--- src/rtl/alu_issue_seq_if.sv ---
// Request, ALU-drive and result channels of alu_issue_seq, bundled as one interface.
// master = the surrounding system (requester, ALU, consumer); slave = alu_issue_seq.
interface alu_issue_seq_if;
  logic        in_valid;
  logic        in_ready;
  logic [31:0] in_a;
  logic [31:0] in_b;
  logic [2:0]  in_cmd;

  logic [31:0] alu_a;
  logic [31:0] alu_b;
  logic [2:0]  alu_sel;
  logic [31:0] alu_result;
  logic        alu_carryout;
  logic        alu_overflow;
  logic        alu_zero;

  logic        out_valid;
  logic        out_ready;
  logic [31:0] out_result;
  logic        out_carryout;
  logic        out_overflow;
  logic        out_zero;

  modport master (
    output in_valid, in_a, in_b, in_cmd, out_ready,
           alu_result, alu_carryout, alu_overflow, alu_zero,
    input  in_ready, alu_a, alu_b, alu_sel,
           out_valid, out_result, out_carryout, out_overflow, out_zero
  );

  modport slave (
    input  in_valid, in_a, in_b, in_cmd, out_ready,
           alu_result, alu_carryout, alu_overflow, alu_zero,
    output in_ready, alu_a, alu_b, alu_sel,
           out_valid, out_result, out_carryout, out_overflow, out_zero
  );
endinterface

--- src/rtl/alu_issue_seq.sv ---
// Issues one request to an external combinational ALU, holds operands SETTLE_CYCLES edges,
// then captures its outputs. Optional macro ALU_ISSUE_SLT_EN: reduce SLT to a 0/1 result.
module alu_issue_seq #(
  parameter int unsigned SETTLE_CYCLES = 4
) (
  input  logic            clk,
  input  logic            rst_n,
  alu_issue_seq_if.slave  bus,
  output logic            busy
);

  typedef enum logic [1:0] {
    IDLE   = 2'd0,
    SETTLE = 2'd1,
    DONE   = 2'd2
  } state_e;

  localparam logic [3:0] CNT_LOAD = 4'(SETTLE_CYCLES - 1);

  state_e      state_r, state_s;
  logic [3:0]  cnt_r;
  logic        in_ready_s, accept_s, capture_s, busy_s;
  logic [31:0] alu_a_r, alu_b_r;
  logic [2:0]  alu_sel_r;
  logic [31:0] out_result_r, cap_result_s;
  logic        out_carryout_r, out_overflow_r, out_zero_r, out_valid_r;
  logic        cap_carryout_s, cap_overflow_s, cap_zero_s;

  // state register
  always_ff @(posedge clk or negedge rst_n) begin
    if (!rst_n) state_r <= IDLE;
    else        state_r <= state_s;
  end

  // next-state logic
  always_comb begin
    state_s = state_r;
    case (state_r)
      IDLE:    if (accept_s) state_s = SETTLE; else state_s = IDLE;
      SETTLE:  if (cnt_r == 4'd0) state_s = DONE; else state_s = SETTLE;
      DONE: begin
        if (bus.out_ready) state_s = accept_s ? SETTLE : IDLE;
        else               state_s = DONE;
      end
      default: state_s = IDLE;
    endcase
  end

  // per-state handshake and capture decodes
  always_comb begin
    in_ready_s = 1'b0;
    capture_s  = 1'b0;
    busy_s     = 1'b0;
    case (state_r)
      IDLE:   in_ready_s = 1'b1;
      SETTLE: begin
        busy_s    = 1'b1;
        capture_s = (cnt_r == 4'd0);
      end
      DONE: begin
        busy_s     = 1'b1;
        in_ready_s = bus.out_ready;
      end
      default: begin
        in_ready_s = 1'b0;
        busy_s     = 1'b0;
      end
    endcase
  end

  assign accept_s = bus.in_valid & in_ready_s;

  // settle counter
  always_ff @(posedge clk or negedge rst_n) begin
    if (!rst_n)                                       cnt_r <= 4'd0;
    else if (accept_s)                                cnt_r <= CNT_LOAD;
    else if ((state_r == SETTLE) && (cnt_r != 4'd0))  cnt_r <= cnt_r - 4'd1;
    else                                              cnt_r <= cnt_r;
  end

  // operands driven to the ALU, stable until the next accept
  always_ff @(posedge clk or negedge rst_n) begin
    if (!rst_n) begin
      alu_a_r   <= 32'd0;
      alu_b_r   <= 32'd0;
      alu_sel_r <= 3'd0;
    end else if (accept_s) begin
      alu_a_r   <= bus.in_a;
      alu_b_r   <= bus.in_b;
      alu_sel_r <= bus.in_cmd;
    end
  end

  // value presented to the capture registers
  always_comb begin
    cap_result_s   = bus.alu_result;
    cap_carryout_s = bus.alu_carryout;
    cap_overflow_s = bus.alu_overflow;
    cap_zero_s     = bus.alu_zero;
`ifdef ALU_ISSUE_SLT_EN
    // SLT: the ALU supplies a-b; signed less-than is sign XOR overflow
    if (alu_sel_r == 3'd3) begin
      cap_result_s   = {31'd0, bus.alu_result[31] ^ bus.alu_overflow};
      cap_carryout_s = 1'b0;
      cap_overflow_s = 1'b0;
      cap_zero_s     = ~(bus.alu_result[31] ^ bus.alu_overflow);
    end else begin
      cap_zero_s     = bus.alu_zero;
    end
`endif
  end

  // result capture and out_valid handshake
  always_ff @(posedge clk or negedge rst_n) begin
    if (!rst_n) begin
      out_result_r   <= 32'd0;
      out_carryout_r <= 1'b0;
      out_overflow_r <= 1'b0;
      out_zero_r     <= 1'b0;
      out_valid_r    <= 1'b0;
    end else if (capture_s) begin
      out_result_r   <= cap_result_s;
      out_carryout_r <= cap_carryout_s;
      out_overflow_r <= cap_overflow_s;
      out_zero_r     <= cap_zero_s;
      out_valid_r    <= 1'b1;
    end else if ((state_r == DONE) && bus.out_ready) begin
      out_valid_r    <= 1'b0;
    end
  end

  assign bus.in_ready     = in_ready_s & rst_n;
  assign bus.alu_a        = alu_a_r;
  assign bus.alu_b        = alu_b_r;
  assign bus.alu_sel      = alu_sel_r;
  assign bus.out_valid    = out_valid_r;
  assign bus.out_result   = out_result_r;
  assign bus.out_carryout = out_carryout_r;
  assign bus.out_overflow = out_overflow_r;
  assign bus.out_zero     = out_zero_r;
  assign busy             = busy_s;

endmodule

--- src/flat_wrapper.sv ---
// flat-port wrapper written by rule: the top's interface ports become plain ports
module alu_issue_seq_flat 
#(
  parameter int unsigned SETTLE_CYCLES = 4
)
  (clk, rst_n, busy, bus_in_valid, bus_in_a, bus_in_b, bus_in_cmd, bus_out_ready, bus_alu_result, bus_alu_carryout, bus_alu_overflow, bus_alu_zero, bus_in_ready, bus_alu_a, bus_alu_b, bus_alu_sel, bus_out_valid, bus_out_result, bus_out_carryout, bus_out_overflow, bus_out_zero);
  alu_issue_seq_if bus_i ();
  input  logic clk;
  input  logic rst_n;
  output logic busy;
  input wire logic [$bits(bus_i.in_valid)-1:0] bus_in_valid;
  input wire logic [$bits(bus_i.in_a)-1:0] bus_in_a;
  input wire logic [$bits(bus_i.in_b)-1:0] bus_in_b;
  input wire logic [$bits(bus_i.in_cmd)-1:0] bus_in_cmd;
  input wire logic [$bits(bus_i.out_ready)-1:0] bus_out_ready;
  input wire logic [$bits(bus_i.alu_result)-1:0] bus_alu_result;
  input wire logic [$bits(bus_i.alu_carryout)-1:0] bus_alu_carryout;
  input wire logic [$bits(bus_i.alu_overflow)-1:0] bus_alu_overflow;
  input wire logic [$bits(bus_i.alu_zero)-1:0] bus_alu_zero;
  output wire logic [$bits(bus_i.in_ready)-1:0] bus_in_ready;
  output wire logic [$bits(bus_i.alu_a)-1:0] bus_alu_a;
  output wire logic [$bits(bus_i.alu_b)-1:0] bus_alu_b;
  output wire logic [$bits(bus_i.alu_sel)-1:0] bus_alu_sel;
  output wire logic [$bits(bus_i.out_valid)-1:0] bus_out_valid;
  output wire logic [$bits(bus_i.out_result)-1:0] bus_out_result;
  output wire logic [$bits(bus_i.out_carryout)-1:0] bus_out_carryout;
  output wire logic [$bits(bus_i.out_overflow)-1:0] bus_out_overflow;
  output wire logic [$bits(bus_i.out_zero)-1:0] bus_out_zero;
  assign bus_i.in_valid = bus_in_valid;
  assign bus_i.in_a = bus_in_a;
  assign bus_i.in_b = bus_in_b;
  assign bus_i.in_cmd = bus_in_cmd;
  assign bus_i.out_ready = bus_out_ready;
  assign bus_i.alu_result = bus_alu_result;
  assign bus_i.alu_carryout = bus_alu_carryout;
  assign bus_i.alu_overflow = bus_alu_overflow;
  assign bus_i.alu_zero = bus_alu_zero;
  assign bus_in_ready = bus_i.in_ready;
  assign bus_alu_a = bus_i.alu_a;
  assign bus_alu_b = bus_i.alu_b;
  assign bus_alu_sel = bus_i.alu_sel;
  assign bus_out_valid = bus_i.out_valid;
  assign bus_out_result = bus_i.out_result;
  assign bus_out_carryout = bus_i.out_carryout;
  assign bus_out_overflow = bus_i.out_overflow;
  assign bus_out_zero = bus_i.out_zero;
  alu_issue_seq #(.SETTLE_CYCLES(SETTLE_CYCLES)) u_core (.clk(clk), .rst_n(rst_n), .bus(bus_i), .busy(busy));
endmodule
--- config.mk ---
export PLATFORM = sky130hd
export DESIGN_NAME = alu_issue_seq_flat
export DESIGN_NICKNAME = d
export VERILOG_FILES = /design/src/rtl/alu_issue_seq_if.sv /design/src/rtl/alu_issue_seq.sv /design/src/flat_wrapper.sv
export SDC_FILE = /design/constraint.sdc
export NUM_CORES = 1
export LEC_CHECK = 0
export CAP_MARGIN = 15
export CORE_ASPECT_RATIO = 0.5
export CORE_MARGIN = 1
export CORE_UTILIZATION = 37
export CTS_BUF_LIST = sky130_fd_sc_hd__clkbuf_8
export CTS_CLUSTER_DIAMETER = 150
export DETAILED_ROUTE_END_ITERATION = 8
export PLACE_DENSITY = 0.74
export SLEW_MARGIN = 20
export SYNTH_ARGS = -nofsm -noshare
export SYNTH_HDL_FRONTEND = slang
export SYNTH_SLANG_ARGS = --single-unit
--- constraint.sdc ---
create_clock -name clk -period 3.3 [get_ports clk]
set_input_delay 0.66 -clock clk [delete_from_list [all_inputs] [get_ports clk]]
set_output_delay 0.66 -clock clk [all_outputs]
set_load 0.1 [all_outputs]
==> summary.md <==
| Metric | Value |
|---|---|
| NumNets Final | 583 |
| Global-route wire length before repair | 15.6 mm |
| Clock root buffer | clkbuf_8 |
| Critical Path RT | 2640 ps |
| DR vias/cell | 4.41 |
| Synth Register Bits | 109 |
| CP Capture Type | output port |
| Worst Path Max Fanout | 4 |
| Seq/Total Area, Yosys | 0.625 |
| Final period util | 0.735 |
| Fillcell total | roughly 900 |
| CP delay by family, top | buffers and inverters |
| Die W | between 150 and 200 µm |
| Top cell type's share of synthesized area | 0.625 |
| Routed WL | 9.96 mm |
| GP Congestion | 0.720 |
| Hold crit path type | input pin to async pin |
| CTS Buffer Depth | 2 |
| Reg clk slew, reported paths | 90 ps |
| Type of origin of the critical path | input pin |
| Worst slew pin tran | 774 ps |
| Worst-skew pair later-pin latency | 370 ps |
| First-pass DRT Iterations | 3 |
| Fin. max-slew vios | 0 |
| Core ar. | 11200 µm² |
| Fmax | 412 MHz |
| Fin. Hold Viols | 0 |
| Max-cap check violation count | 0 |
| Avg WL per Cell | 15.7 µm |
| Crit path arrival time | between 1500 and 2000 ps |
| Final setup fails | 0 |
| Slowest stage cell on the critical path | clkdlybuf4s50_1 |
| CTS Hold Bufs | 0 |
| Antenna violations before repair | 0 |
| TritonCTS buffer count | 9 |
| Met3 Routed Length | 298 µm |
| Placed inst area | 6330 µm² |
| CP cell instances | clkdlybuf4s50_1, a21o_1, and2_1, buf_12 |
| CTS tree | done |
| Relative slew slack | 0.484 |
| Largest net degree at the start of global routing | 84 |
| Remaining global-route overflow | 0 |
| Rows | 27 |
| Synth area leaders | dfrtp_1, mux2_2, mux2_4 |
| WP buf/inv | 2 |
| RSZ-0062 raised after global routing | no |
| Count of non-filler cells in the finished layout | around 640 |
| PostCTS Resize Cnt | 0 |
| IO Pins | 211 |
| GRT Overall Usage | 0.166 |
| Cells after synthesis | 257 |
| Netlist cell types | 20 |
| Synthesized area | 4370 µm² |
| Antenna diodes | 0 |
| Vias in the first global route | 2953 |
| Syn nets | about 370 |
| Wl on met1 | a little under 4 mm |
| Met2 wire length | 5.52 mm |
| Hold Worst Slack | 197 ps |
| Mean Syn Cell Area | 17.0 µm² |
| Clk_skew | 10.1 ps |
| Die ar. | 12300 µm² |
| Final ANT Viol Nets | 0 |
| Htree depth | 3 |
| Drt drc | 0 |
| Crit path kind | input pin to output port |
| IO buf count | 210 |
| Final instance area | between 6000 and 7000 µm² |
| Tmin final | 2430 ps |
| Highest metal layer with signal wires | met4 |
| Drt initial violations | 167 |
| Share of cells above drive strength 1 | 0.482 |
| Post-DP HPWL | 7.50 mm |
| Syn-to-layout area delta | 49.3% |
| DP Cell Count | just over 600 |
| Number of clock sinks | 109 |
| Postcts setup bufs | 0 |
| Die Y | 78.8 µm |
| Initial Utilization | 0.388 |
| Status | complete, no violations |
| Leading area contributor after synthesis | dfrtp_1 |
| Warnings, synthesis | 0 |
| Setup TNS Final | 0 ps |
| Vias | 2806 |
| Critical path's largest stage delay | 510 ps |
-- cells in the final DEF, fill, tap and decap left out --
cell type,n
a21o_1,2
a21oi_1,7
and2_1,1
and3_1,2
and4b_1,1
and4bb_2,1
buf_12,3
buf_4,107
buf_6,1
clkbuf_8,12
clkdlybuf4s50_1,104
clkinv_2,2
clkinv_4,1
dfrtp_1,109
ha_1,5
inv_1,6
mux2_2,74
mux2_4,28
mux2i_1,1
nand2_1,3
nand2_2,1
nor2_1,2
nor4b_1,1
o21ai_0,2
or3b_1,1
-- metal layers --
layer  vias up  track usage
met4         0       0.0608
met1      1413        0.195
met2        57        0.301
met5         -            0
li1       1323            -
met3        13       0.0371
-- area by class of cell --
cell class	count	area, µm²	area share
inverter	5	18.8	0.00288
multi-input combinational	132	1470	0.226
clock inverter	4	22.5	0.00345
sequential	109	2730	0.418
clock buffer	12	165	0.0253
tap	159	199	0.0305
timing repair buffer	215	1920	0.294
-- kinds of logic after synthesis --
| family | Yosys count | share of synthesized area |
|---|---|---|
| AND/OR/NAND/NOR | 13 | 0.0192 |
| multiplexers | 103 | 0.289 |
| flip-flops | 109 | 0.625 |
| AO/OA/AOI/OAI | 11 | 0.0138 |
| adder cells (fa/ha/maj) | 5 | 0.0143 |
| buffers and inverters | 16 | 0.0387 |
-- per-stage QoR --
stage	setup slack, ps	utilization
after floorplan	1070	-
after global placement	832	0.562
after detailed placement	802	0.562
after CTS	876	0.579
after global routing	855	0.579
final	874	0.579
-- final timing paths --
kind                                      start                   endpoint  slack, ps  cells after the start
max in group asynchronous                 rst_n  u_core.bus.out_result[12]       2020                      2
min in group clk           u_core.bus.out_valid       u_core.bus.out_valid        500                      1
min reg2reg                u_core.bus.out_valid       u_core.bus.out_valid        500                      1
max reg2reg                   u_core.state_r[1]  u_core.bus.out_result[15]       1150                      5
max                               bus_out_ready               bus_in_ready        870                      4
min                                       rst_n      u_core.bus.alu_sel[1]        200                      1
-- sequential cells by signal, indices dropped and copies added (netlist names) --
signal                   cells
u_core.bus.out_result       32
u_core.cnt_r                 4
u_core.bus.alu_sel           3
u_core.bus.out_valid         1
u_core.state_r               2
u_core.bus.alu_a            32
u_core.bus.out_carryout      1
u_core.bus.out_overflow      1
u_core.bus.out_zero          1
u_core.bus.alu_b            32
-- synth_stat cells --
master	instances
and4bb_1	1
buf_6	8
and2_1	1
nand2_2	1
mux2_2	74
ha_1	5
nor2_1	2
o21ai_0	2
or3b_1	1
mux2i_1	1
a21o_1	2
and4b_1	1
nor4b_1	1
inv_1	5
buf_12	3
mux2_4	28
and3_1	2
a21oi_1	7
nand2_1	3
dfrtp_1	109
Power is not shown: default switching activity piles up to over one toggle a cycle in this logic, so the estimate is an artifact.
